===== src/rtl/div_unit_pkg.sv =====
// div_unit_pkg: shared FSM encoding and widths for the multi-cycle divider.
package div_unit_pkg;
    localparam int DATA_WIDTH = 32;
    typedef logic [DATA_WIDTH-1:0] data_bus_t;
    typedef enum logic [1:0] {
        IDLE = 2'd0,
        CALC = 2'd1,
        DONE = 2'd2
    } div_state_t;
endpackage


===== src/rtl/div_step.sv =====
// div_step: one restoring shift-subtract iteration on the {remainder, quotient} pair.
module div_step #(
    parameter int WIDTH = 32
) (
    input  logic [WIDTH-1:0] rem,
    input  logic [WIDTH-1:0] quo,
    input  logic [WIDTH-1:0] dvs,
    output logic [WIDTH-1:0] rem_next,
    output logic [WIDTH-1:0] quo_next
);
    logic [WIDTH:0] shifted;
    logic [WIDTH:0] diff;
    // The shifted upper half needs one extra bit before the trial subtract.
    assign shifted  = {rem, quo[WIDTH-1]};
    assign diff     = shifted - {1'b0, dvs};
    assign rem_next = diff[WIDTH] ? shifted[WIDTH-1:0] : diff[WIDTH-1:0];
    assign quo_next = {quo[WIDTH-2:0], ~diff[WIDTH]};
endmodule


===== src/rtl/div_unit.sv =====
// div_unit: multi-cycle 32-bit DIV/DIVU for EX; holds the pipeline via stall_request while busy.
module div_unit
    import div_unit_pkg::*;
#(
    parameter int WIDTH  = DATA_WIDTH,
    parameter int CYCLES = WIDTH
) (
    input  logic             clk,
    input  logic             rst,
    input  logic             flush,
    input  logic             stall_all,
    input  logic             start,
    input  logic             is_signed,
    input  logic [WIDTH-1:0] dividend,
    input  logic [WIDTH-1:0] divisor,
    output logic             stall_request,
    output logic             done,
    output logic [WIDTH-1:0] quotient,
    output logic [WIDTH-1:0] remainder
);
    localparam int CNT_W = $clog2(CYCLES + 1);

    div_state_t state, state_n;
    logic [CNT_W-1:0] count, count_n;
    logic [WIDTH-1:0] rem_q, quo_q, dvs_q, rem_s, quo_s;
    logic neg_q, neg_r, accept, last;

    div_step #(.WIDTH(WIDTH)) u_step (
        .rem(rem_q),
        .quo(quo_q),
        .dvs(dvs_q),
        .rem_next(rem_s),
        .quo_next(quo_s)
    );

    assign stall_request = !rst && !flush && ((state == IDLE && start) || state == CALC);
    assign done = state == DONE;

    always_comb begin
        accept = state == IDLE && start && !flush && !stall_all;
        last = count == CNT_W'(CYCLES - 1);
        state_n = state;
        count_n = count;
        if (flush) begin
            state_n = IDLE;
            count_n = '0;
        end else if (!stall_all) begin
            case (state)
                IDLE: begin
                    state_n = start ? (divisor == '0 ? DONE : CALC) : IDLE;
                    count_n = '0;
                end
                CALC: begin
                    state_n = last ? DONE : CALC;
                    count_n = count + CNT_W'(1);
                end
                default: state_n = IDLE;
            endcase
        end
    end

    always_ff @(posedge clk or posedge rst) begin
        if (rst) begin
            state     <= IDLE;
            count     <= '0;
            quotient  <= '0;
            remainder <= '0;
            rem_q     <= '0;
            quo_q     <= '0;
            dvs_q     <= '0;
            neg_q     <= 1'b0;
            neg_r     <= 1'b0;
        end else begin
            state <= state_n;
            count <= count_n;
            if (accept) begin
                rem_q <= '0;
                quo_q <= (is_signed && dividend[WIDTH-1]) ? -dividend : dividend;
                dvs_q <= (is_signed && divisor[WIDTH-1]) ? -divisor : divisor;
                neg_q <= is_signed && (dividend[WIDTH-1] ^ divisor[WIDTH-1]);
                neg_r <= is_signed && dividend[WIDTH-1];
                if (divisor == '0) begin
                    quotient  <= '1;
                    remainder <= dividend;
                end
            end else if (state == CALC && !flush && !stall_all) begin
                rem_q <= rem_s;
                quo_q <= quo_s;
                // Sign fix-up lands together with the final step, so DONE presents the final result.
                if (last) begin
                    quotient  <= neg_q ? -quo_s : quo_s;
                    remainder <= neg_r ? -rem_s : rem_s;
                end
            end
        end
    end
endmodule


===== config.mk =====
export PLATFORM = sky130hd
export DESIGN_NAME = div_unit
export DESIGN_NICKNAME = d
export VERILOG_FILES = /design/src/rtl/div_unit_pkg.sv /design/src/rtl/div_step.sv /design/src/rtl/div_unit.sv
export SDC_FILE = /design/constraint.sdc
export NUM_CORES = 1
export LEC_CHECK = 0
export BUFFER_PORTS_ARGS = -buffer_cell sky130_fd_sc_hd__buf_2
export CAP_MARGIN = 25
export CELL_PAD_IN_SITES_DETAIL_PLACEMENT = 2
export CELL_PAD_IN_SITES_GLOBAL_PLACEMENT = 2
export CORE_ASPECT_RATIO = 2
export CORE_MARGIN = 2
export CORE_UTILIZATION = 36
export CTS_CLUSTER_SIZE = 12
export DETAILED_ROUTE_END_ITERATION = 6
export PLACE_DENSITY = 0.91
export SETUP_SLACK_MARGIN = 0.5
export SYNTH_ARGS = -nofsm -noshare
export SYNTH_HDL_FRONTEND = slang
export SYNTH_HIERARCHICAL = 1
export SYNTH_SLANG_ARGS = --single-unit

===== constraint.sdc =====
create_clock -name clk -period 6.25 [get_ports clk]
set_clock_uncertainty 0.2 [all_clocks]
set_input_delay 0 -clock clk [delete_from_list [all_inputs] [get_ports clk]]
set_output_delay 0 -clock clk [all_outputs]
set_load 0.1 [all_outputs]

* After elaboration in Yosys (flattened, before gate mapping)
Cells that the tools add are included.
Storage, ports and cells: bits in registers 170, output and inout port bits 66, logic and storage cells 69, input port bits 70
Cells by class: bitwise logic cells 2, muxes and demuxes 26, $add $sub $neg 6, reductions and logical operators 21, eq/ne operators 5
Operators with widths (count):
- 32-bit 2-to-1 mux | 17
- 32-bit negator | 4
- 33-bit by 32-bit subtractor with 33-bit output | 1
- 32-bit logical NOT | 1
- 6-bit 2-to-1 mux | 2
- 6-bit case mux with 2 select lines | 1
- 1-bit logical AND | 10
- 2-bit 2-to-1 mux | 5
- 6-bit by 1-bit adder with 6-bit output (second input constant) | 1
- 6-bit by 5-bit == test with 1-bit output (second input constant) | 1
- 2-bit case mux with 2 select lines | 1
- 2-bit nonzero test | 2
- 1-bit logical NOT | 3
- 3-bit AND reduction | 1
- 3-bit nonzero test | 1
- 2-bit by 1-bit == test with 1-bit output (second input constant) | 1
- 2-bit == test (second input constant) | 1
- 2-bit logical NOT | 1
- 2-bit by 1-bit != test with 1-bit output (second input constant) | 1
- 2-bit != test (second input constant) | 1
- 2-bit AND reduction | 1
- 1-bit logical OR | 1
- 1-bit NOT | 1
- 1-bit bitwise XOR | 1

* Logic depth before layout (Yosys ltp)
Gate-level depths: netlist of run 1.
word-level depth 7, depth in mapped cells 22, mapped depth without buffers 20

* Cells and area by module
Netlist of run 1, hierarchy kept.
Modules (own cells, without submodules):
- div_unit | cells an instance 1147, instances 1, area an instance 9703.1 µm²
- div_step | cells an instance 337, instances 1, area an instance 2598.7 µm²

* Worst setup path before layout of run 1
No wires, ideal clock.
path type register -> register, from register quo_q[31], to register remainder[31], arrival 5.129 ns, cell stages (with the launch flop) 22, path buffers 2, slack 0.783 ns, setup time 0.137 ns, path through dfrtp_1 inv_1 ha_1 fa_1 and2b_1 o2111ai_2 a21oi_2 o2111ai_1 a211oi_2 nor2_4 mux2i_4 and2_4 buf_12 inv_8 buf_12 mux2_4 or4_1 or4_1 or3_1 o41ai_1 xor2_1 o211ai_1
On the way: longest elaborated chain between the ends 7
Ends and longest elaborated chain:
- from (decl) | RTL line div_unit.sv:25 | logic [WIDTH-1:0] rem_q, quo_q, dvs_q, rem_s, quo_s;
- from (signal assigned) | RTL line div_unit.sv:78 | quo_q <= (is_signed && dividend[WIDTH-1]) ? -dividend : dividend;
- from (signal assigned) | RTL line div_unit.sv:88 | quo_q <= quo_s;
- 33-bit by 32-bit subtractor with 33-bit output | RTL line div_step.sv:15 | assign diff = shifted - {1'b0, dvs};
- 32-bit 2-to-1 mux | RTL line div_step.sv:16 | assign rem_next = diff[WIDTH] ? shifted[WIDTH-1:0] : diff[WIDTH-1:0];
- named net rem_s[24] | RTL line div_unit.sv:25
- 32-bit negator | RTL line div_unit.sv:92 | remainder <= neg_r ? -rem_s : rem_s;
- 32-bit 2-to-1 mux | RTL line div_unit.sv:92
- 32-bit 2-to-1 mux | RTL line div_unit.sv:90 | if (last) begin
- 32-bit 2-to-1 mux | RTL line div_unit.sv:86 | end else if (state == CALC && !flush && !stall_all) begin
- 32-bit 2-to-1 mux | RTL line div_unit.sv:76 | if (accept) begin
- to (signal assigned) | RTL line div_unit.sv:84 | remainder <= dividend;
- to (signal assigned) | RTL line div_unit.sv:92
- to (decl) | RTL line div_unit.sv:19 | output logic [WIDTH-1:0] remainder
The timed path passes the listed nets, and every way through them passes these cells. The select of a mux whose other input is x is not followed. A chain may end at the register's enable or synchronous reset.

* Final worst setup path of run 1
from register quo_q[31], to register remainder[26]
The elaborated chain is that of the path after synthesis.

==> flow_metrics.tcl, run 1 <==
set metrics [dict create \
    port_buffers 135 \
    reg2reg_depth 20 \
    num_vias 13100 \
    outcome "complete, but fails checks" \
    postRouteAntennaNets 0 \
    max_freq_mhz 169 \
    fp.dieArea_mm2 0.0358 \
    synth_top_area_frac 0.346 \
    period_share 0.945 \
    path_buf_inv 3 \
    design_area_mm2 0.0150 \
    endpoint_kind "register" \
    finalSetupViolations 0 \
    place_area_mm2 0.0131 \
    postSynthCellCount 1484 \
    synth-main-ff-cell "dfrtp_1" \
    critPathTopFamily "compound AO/OA/AOI/OAI gates" \
    pin_count 136 \
    synth_edf_count 0 \
    rsz0062_at_grt "no" \
    maxSlewViolCount 0 \
    post-place-cells 1967 \
    grt_pass1_wl_mm 88.6 \
    seqCellArea_mm2 0.00425 \
    layout_min_cycle_time_ns 5.90 \
    ys_warn_count 6 \
    core_mm2 0.0336 \
    die_y_um 265 \
    clock-sinks 170 \
    crit_path_frequent_cell "o2111ai_4" \
    drive_above_1_share 0.172 \
    syn_area_mm2 0.0123 \
    first_pass_iters 5 \
    worstPathRequired_ns 6.42 \
    stdcell_count 2117 \
    area_growth_pct 22.1 \
    grt_max_degree 109 \
    path_max_fanout 9 \
    worstPathCellList "inv_1 > ha_1 > fa_2 > and2b_2 > o2111ai_4 > a21oi_4 > o2111ai_4 > a211oi_4 > nor2_4 > mux2i_4 > and2_4 > inv_12 > buf_4 > mux2_2 > nor3_1 > nand2_2 > o41ai_1 > xnor2_1 > nor2_1 > o31ai_1" \
    clk_latency_ns 0.49 \
    routedWlPerCell_um 28.0 \
    htree_levels 4 \
    viasPerCell 6.19 \
    hold_viol 9 \
    worst-r2r-setup-slack_ns 0.35 \
    p_leak_nw 6.73 \
    power.density_mw_per_mm2 530 \
    yosys-top-cells-count "216 x nand2_1, 170 x dfrtp_1, 131 x o21ai_0, 122 x nor2_1, 72 x nand3_1" \
    timing.rr.end "remainder[26]$_DFFE_PP0P_" \
    layout_setup_ws_ns 0.346 \
    num-fill-cells 3653 \
    dp_hpwl_mm 38.0 \
    rows 95 \
    critPathLaunch "quo_q[31]$_DFFE_PP0P_" \
    synth_largest_area_cell "dfrtp_1" \
    peakVddDrop_mv 0.314 \
    cp_slowest_cell "o41ai_1" \
    arrival_ns 6.08 \
    gr-usage-all-layers 0.328 \
    hp-class "in2async" \
    maxCapViolations 0 \
    ys_async_sr_fraction 1.00 \
    clockBufferDepth 2 \
    nNetsFinal 1775 \
    cts_root_buffer "clkbuf_16" \
    cp.depth 20 \
    ys_ff_latch 170 \
    cts_made_buffers 17 \
    synth.most_common_cell "nand2_1" \
    failed_checks "negative hold slack" \
    start_util 0.366 \
    critical_path.max_stage_delay_ns 0.63 \
    yosysSeqAreaShare 0.346 \
    avgSynthCellArea_um2 8.29 \
    reg2reg_from "quo_q[31]$_DFFE_PP0P_" \
    die_x_um 135 \
    grt_pass1_vias 14700 \
    syn_nets 1592 \
    antenna_found_initial 2 \
    whs_ns -0.0225 \
    drt_iter0_markers 737 \
    worst_pin_slew_ns 1.06 \
    cts_tree "done" \
    post-place-ws_ns 0.0955 \
    routed_wl_mm 59.4 \
    ys_top_cells_by_area "dfrtp_1 35%, nand2_1 6.6%, o21ai_0 5.3%, xor2_1 5.1%, xnor2_1 3.8%" \
    cp-endpoint "remainder[26]$_DFFE_PP0P_" \
    grt-ovfl-total 0 \
    fin_setup_tns_ns 0 \
    multi_input_area_mm2 0.00741 \
    gp_congestion 0.941 \
    ys_types 83 \
    drcViolationCount 0 \
    startpoint_type "register" \
    relSlewSlack 0.295 \
    clk_pin_slew_ns 0.09 \
    crit_type "reg2reg" \
]
[registers in the layout, summed over array words and instances (netlist names)]
signal	cells
dvs_q	32
quo_q	32
quotient	32
rem_q	32
remainder	32
count	6
state	2
neg_q	1
neg_r	1
[per-layer routing]
metal  GRT usage  vias to the layer above  part of all wire
met5           0                        -                 0
met4       0.284                        0              0.10
li1            -                     5618                 -
met2       0.600                      593              0.52
met1       0.307                     6586              0.33
met3      0.0566                      308             0.045
[layout by cell type, fill, tap and decap left out, drive strengths merged, types with 11 or more instances in the layout]
| master | Yosys | layout |
|---|---|---|
| a31oi | 43 | 43 |
| dlygate4sd3 | 0 | 104 |
| xor2 | 71 | 71 |
| and3 | 11 | 11 |
| ha | 37 | 37 |
| o41ai | 24 | 24 |
| nand2 | 216 | 216 |
| nor3 | 29 | 29 |
| mux2i | 13 | 13 |
| dfrtp | 170 | 170 |
| nor2 | 123 | 123 |
| inv | 49 | 49 |
| nor4 | 21 | 21 |
| a21oi | 73 | 73 |
| mux2 | 28 | 28 |
| o211ai | 11 | 11 |
| buf | 54 | 172 |
| xnor2 | 53 | 53 |
| clkbuf | 56 | 21 |
| a21o | 17 | 17 |
| o31ai | 34 | 34 |
| nand3 | 72 | 72 |
| or3 | 20 | 20 |
| o21ai | 131 | 131 |
| or4 | 17 | 17 |
[logic make-up (layout without fill, tap and decap cells)]
logic type,count (synthesis),in the layout,synth area share
xor+xnor,124,124,0.0883
flops,170,170,0.346
compound gates,382,382,0.198
other cells,0,2,0
fa+ha+maj,38,38,0.0393
mux,41,41,0.0430
buf+inv,161,356,0.0683
simple gates,568,568,0.217
[worst register-to-register path: cells and delay by family (launching register included)]
kind | cells | cell delay, ns
AOI/OAI and AO/OA | 6 | 1.79
and+or+nand+nor | 6 | 1.41
muxes | 2 | 0.64
adders and majority gates | 2 | 0.59
xor gates and xnor gates | 1 | 0.44
DFF | 1 | 0.38
buffers and inverters | 3 | 0.34
[per-stage QoR]
stage / utilization / power (mW) / hold slack [ns]
after global placement: 0.389 / 5.76 / 0.0579
after global routing: 0.447 / 8.22 / 0.0281
after detailed placement: 0.389 / 6.01 / 0.0496
final: 0.447 / 7.97 / -0.0225
after floorplan: - / 4.64 / -0.0988
after CTS: 0.441 / 7.39 / 0.181
[worst min-delay path by stage]
stage	from	end	slack, ns	cells past startpoint
after detailed placement	dividend[28]	quo_q[28]$_DFFE_PP0P_	0.05	2
after CTS	rst	rem_q[29]$_DFFE_PP0P_	0.18	3
final	rst	remainder[29]$_DFFE_PP0P_	-0.02	3
after global routing	rst	remainder[29]$_DFFE_PP0P_	0.03	3
after global placement	dividend[28]	quo_q[28]$_DFFE_PP0P_	0.06	2
after floorplan	dividend[28]	quo_q[28]$_DFFE_PP0P_	-0.1	1
[power by group]
group	internal, mW	switching, mW	total, mW	leakage, nW
registers	1.29	0.270	1.56	2.24
logic	1.92	3.40	5.33	4.23
clock network	0.577	0.505	1.08	0.263
total	3.79	4.18	7.97	6.73
[layout make-up]
| type | instances | area share |
|---|---|---|
| multi-input combinational | 1153 | 0.493 |
| sequential | 170 | 0.283 |
| timing repair buffer | 276 | 0.136 |
| tap | 436 | 0.0363 |
| clock buffer | 21 | 0.0313 |
| inverter | 49 | 0.0134 |
| clock inverter | 10 | 0.00633 |
| antenna | 2 | 0.000333 |
[what timing repair did]
action | CTS | global route
hold buffers | 104 | 0
buffers inserted | 5 | 5
resized for setup | 13 | 21
hold endpoints to repair | 211 | 0
endpoints found under the setup margin | 21 | 19
pin swaps | 3 | 9
Note: power is estimated with default switching activity, not from simulation.
==> inputs of run 2 (changes only) <==
--- a/config.mk
+++ b/config.mk
@@ -5,15 +5,15 @@
 export SDC_FILE = /design/constraint.sdc
 export NUM_CORES = 1
 export LEC_CHECK = 0
-export BUFFER_PORTS_ARGS = -buffer_cell sky130_fd_sc_hd__buf_2
 export CAP_MARGIN = 25
 export CELL_PAD_IN_SITES_DETAIL_PLACEMENT = 2
 export CELL_PAD_IN_SITES_GLOBAL_PLACEMENT = 2
 export CORE_ASPECT_RATIO = 2
 export CORE_MARGIN = 2
-export CORE_UTILIZATION = 36
+export CORE_UTILIZATION = 39
 export CTS_CLUSTER_SIZE = 12
 export DETAILED_ROUTE_END_ITERATION = 6
+export DONT_BUFFER_PORTS = 1
 export PLACE_DENSITY = 0.91
 export SETUP_SLACK_MARGIN = 0.5
 export SYNTH_ARGS = -nofsm -noshare
==> run 2 against run 1 <==
  * The flow still finishes with violations (negative hold slack)
  * Power down 4.7%
  * Sequential power about the same
  * Count of clock-buffer cells in the layout shrank 3
  * Maximum frequency grew 0.24%
  * Worst hold slack improved by 0.0053 ns
  * Register-to-register slack barely moved
  * Worst setup slack gained 0.014 ns
  * Global-route usage fell by 0.27 points
  * Non-clock buffer count down 138
  * Design area shrank 4.5%
  * Via count is 5.0% lower
  * Critical path type unchanged
  * Largest cell class unchanged
==> flow_metrics.tcl, run 2 (synthesis results as in run 1) <==
set metrics [dict create \
    layout_min_cycle_time_ns 5.89 \
    area_growth_pct 16.6 \
    critical_path.max_stage_delay_ns 0.65 \
    start_util 0.393 \
    hold_viol 1 \
    htree_levels 4 \
    num_vias 12400 \
    rows 92 \
    gr-usage-all-layers 0.325 \
    drive_above_1_share 0.0894 \
    antenna_found_initial 2 \
    startpoint_type "register" \
    path_buf_inv 3 \
    post-place-cells 1808 \
    finalSetupViolations 0 \
    grt_pass1_wl_mm 81.6 \
    met1_usage 0.364 \
    worstPathRequired_ns 6.39 \
    clk_pin_slew_ns 0.09 \
    worstPathCellList "inv_1 > ha_1 > fa_2 > and2b_2 > o2111ai_2 > a21oi_2 > o2111ai_2 > a211oi_2 > nor2_4 > mux2i_4 > and2_4 > clkinv_16 > buf_4 > mux2_4 > nor3_1 > nand4_1 > or4b_2 > a21oi_1 > a2111oi_4 > nor2_1" \
    whs_ns -0.0172 \
    maxSlewViolCount 0 \
    p_leak_nw 6.10 \
    port_buffers 0 \
    die_y_um 255 \
    worst_pin_slew_ns 1.24 \
    critPathTopFamily "simple AND/OR/NAND/NOR gates" \
    stdcell_count 1967 \
    grt-busiest-layer "met2" \
    failed_checks "negative hold slack" \
    p_total_mw 7.59 \
    final_common_cell "nand2_1" \
    max_freq_mhz 170 \
    met3_usage 0.0667 \
    routed_wl_mm 56.5 \
    fp.dieArea_mm2 0.0331 \
    clockBufferDepth 2 \
    pin_count 136 \
    cts_tree "done" \
    clk_latency_ns 0.48 \
    hp-class "in2reg" \
    gp_congestion 0.876 \
    relSlewSlack 0.168 \
    nNetsFinal 1638 \
    postRouteAntennaNets 0 \
    outcome "complete, but fails checks" \
    power.density_mw_per_mm2 529 \
    peakVddDrop_mv 0.292 \
    first_pass_iters 5 \
    rsz0062_at_grt "yes" \
    drcViolationCount 0 \
    viasPerCell 6.33 \
    grt_pass1_vias 13800 \
    core_mm2 0.0313 \
    num-fill-cells 3423 \
    routedWlPerCell_um 28.7 \
    use_met2 0.571 \
    crit_type "reg2reg" \
    arrival_ns 6.03 \
    cts_made_buffers 17 \
    period_share 0.942 \
    cp_slowest_cell "or4b_2" \
    cts_root_buffer "clkbuf_16" \
    final_util 0.458 \
    crit_path_frequent_cell "o2111ai_2" \
    clock-sinks 170 \
    dp_hpwl_mm 32.9 \
    endpoint_kind "register" \
    die_x_um 130 \
    mostFrequentLayoutCells "214 x nand2_1, 170 x dfrtp_1, 131 x o21ai_0" \
    grt-ovfl-total 0 \
    path_max_fanout 13 \
    maxCapViolations 0 \
    drt_iter0_markers 825 \
    grt_max_degree 111 \
    fin_setup_tns_ns 0 \
]
-- run 2: layer usage --
layer	routed length, um	vias up
li1	-	5365
met1	20400	6344
met2	29300	516
met3	3090	217
met4	3710	2
met5	13	-
-- run 2: path summary, 6_finish.rpt --
path                                        from                         to  slack, ns  depth (start not counted)
hold reg to reg            dvs_q[26]$_DFFE_PP0P_      dvs_q[26]$_DFFE_PP0P_       0.29                          2
setup reg to reg           quo_q[31]$_DFFE_PP0P_  remainder[17]$_DFFE_PP0P_       0.36                         20
max in group asynchronous                    rst      rem_q[13]$_DFFE_PP0P_       4.19                          4
min in group asynchronous                    rst       state[1]$_DFFE_PP0P_       0.41                          3
setup / recovery           quo_q[31]$_DFFE_PP0P_  remainder[17]$_DFFE_PP0P_       0.36                         20
hold / removal                       divisor[23]      dvs_q[30]$_DFFE_PP0P_      -0.02                          5
-- run 2: worst reg2reg max path, stage by stage (launching register included) --
cell	delay [ns]
dfrtp_1	0.38
inv_1	0.07
ha_1	0.24
fa_2	0.36
and2b_2	0.24
o2111ai_2	0.13
a21oi_2	0.24
o2111ai_2	0.16
a211oi_2	0.34
nor2_4	0.11
mux2i_4	0.21
and2_4	0.30
clkinv_16	0.13
buf_4	0.16
mux2_4	0.33
nor3_1	0.54
nand4_1	0.21
or4b_2	0.65
a21oi_1	0.29
a2111oi_4	0.08
nor2_1	0.40
-- run 2: repair_timing --
| action | 4_1_cts | 5_1_grt |
|---|---|---|
| hold buffers | 113 | 1 |
| pin swaps | 2 | 5 |
| resized for setup | 3 | 17 |
| endpoints found under the hold margin | 248 | 45 |
| setup endpoints to repair | 2 | 16 |
| setup buffers | 2 | 7 |
| gates cloned | 0 | 1 |
-- run 2: cell type report --
| type | instances | area (um2) | area share |
|---|---|---|---|
| sequential | 170 | 4250 | 0.297 |
| timing repair buffer | 138 | 1420 | 0.0987 |
| antenna | 1 | 2.50 | 0.000174 |
| timing repair inverter | 1 | 11.3 | 0.000785 |
| clock inverter | 14 | 150 | 0.0105 |
| inverter | 49 | 215 | 0.0150 |
| multi-input combinational | 1153 | 7330 | 0.511 |
| tap | 423 | 529 | 0.0369 |
| clock buffer | 18 | 439 | 0.0306 |
-- run 2: report_power, final --
group / switching [mW] / total [mW] / internal [mW]
Combinational: 3.06 / 4.91 / 1.85
Clock: 0.548 / 1.12 / 0.575
Sequential: 0.275 / 1.56 / 1.29
-- run 2: through the flow --
step                cell area (um2)  worst slack [ns]  hold WS [ns]
global placement              12400             0.466        -0.135
CTS                           14100             0.510       0.00142
floorplan                     12300             0.783       -0.0988
finish                        14300             0.361       -0.0172
global route                  14300             0.270        0.0246
detailed placement            12400             0.273        -0.130
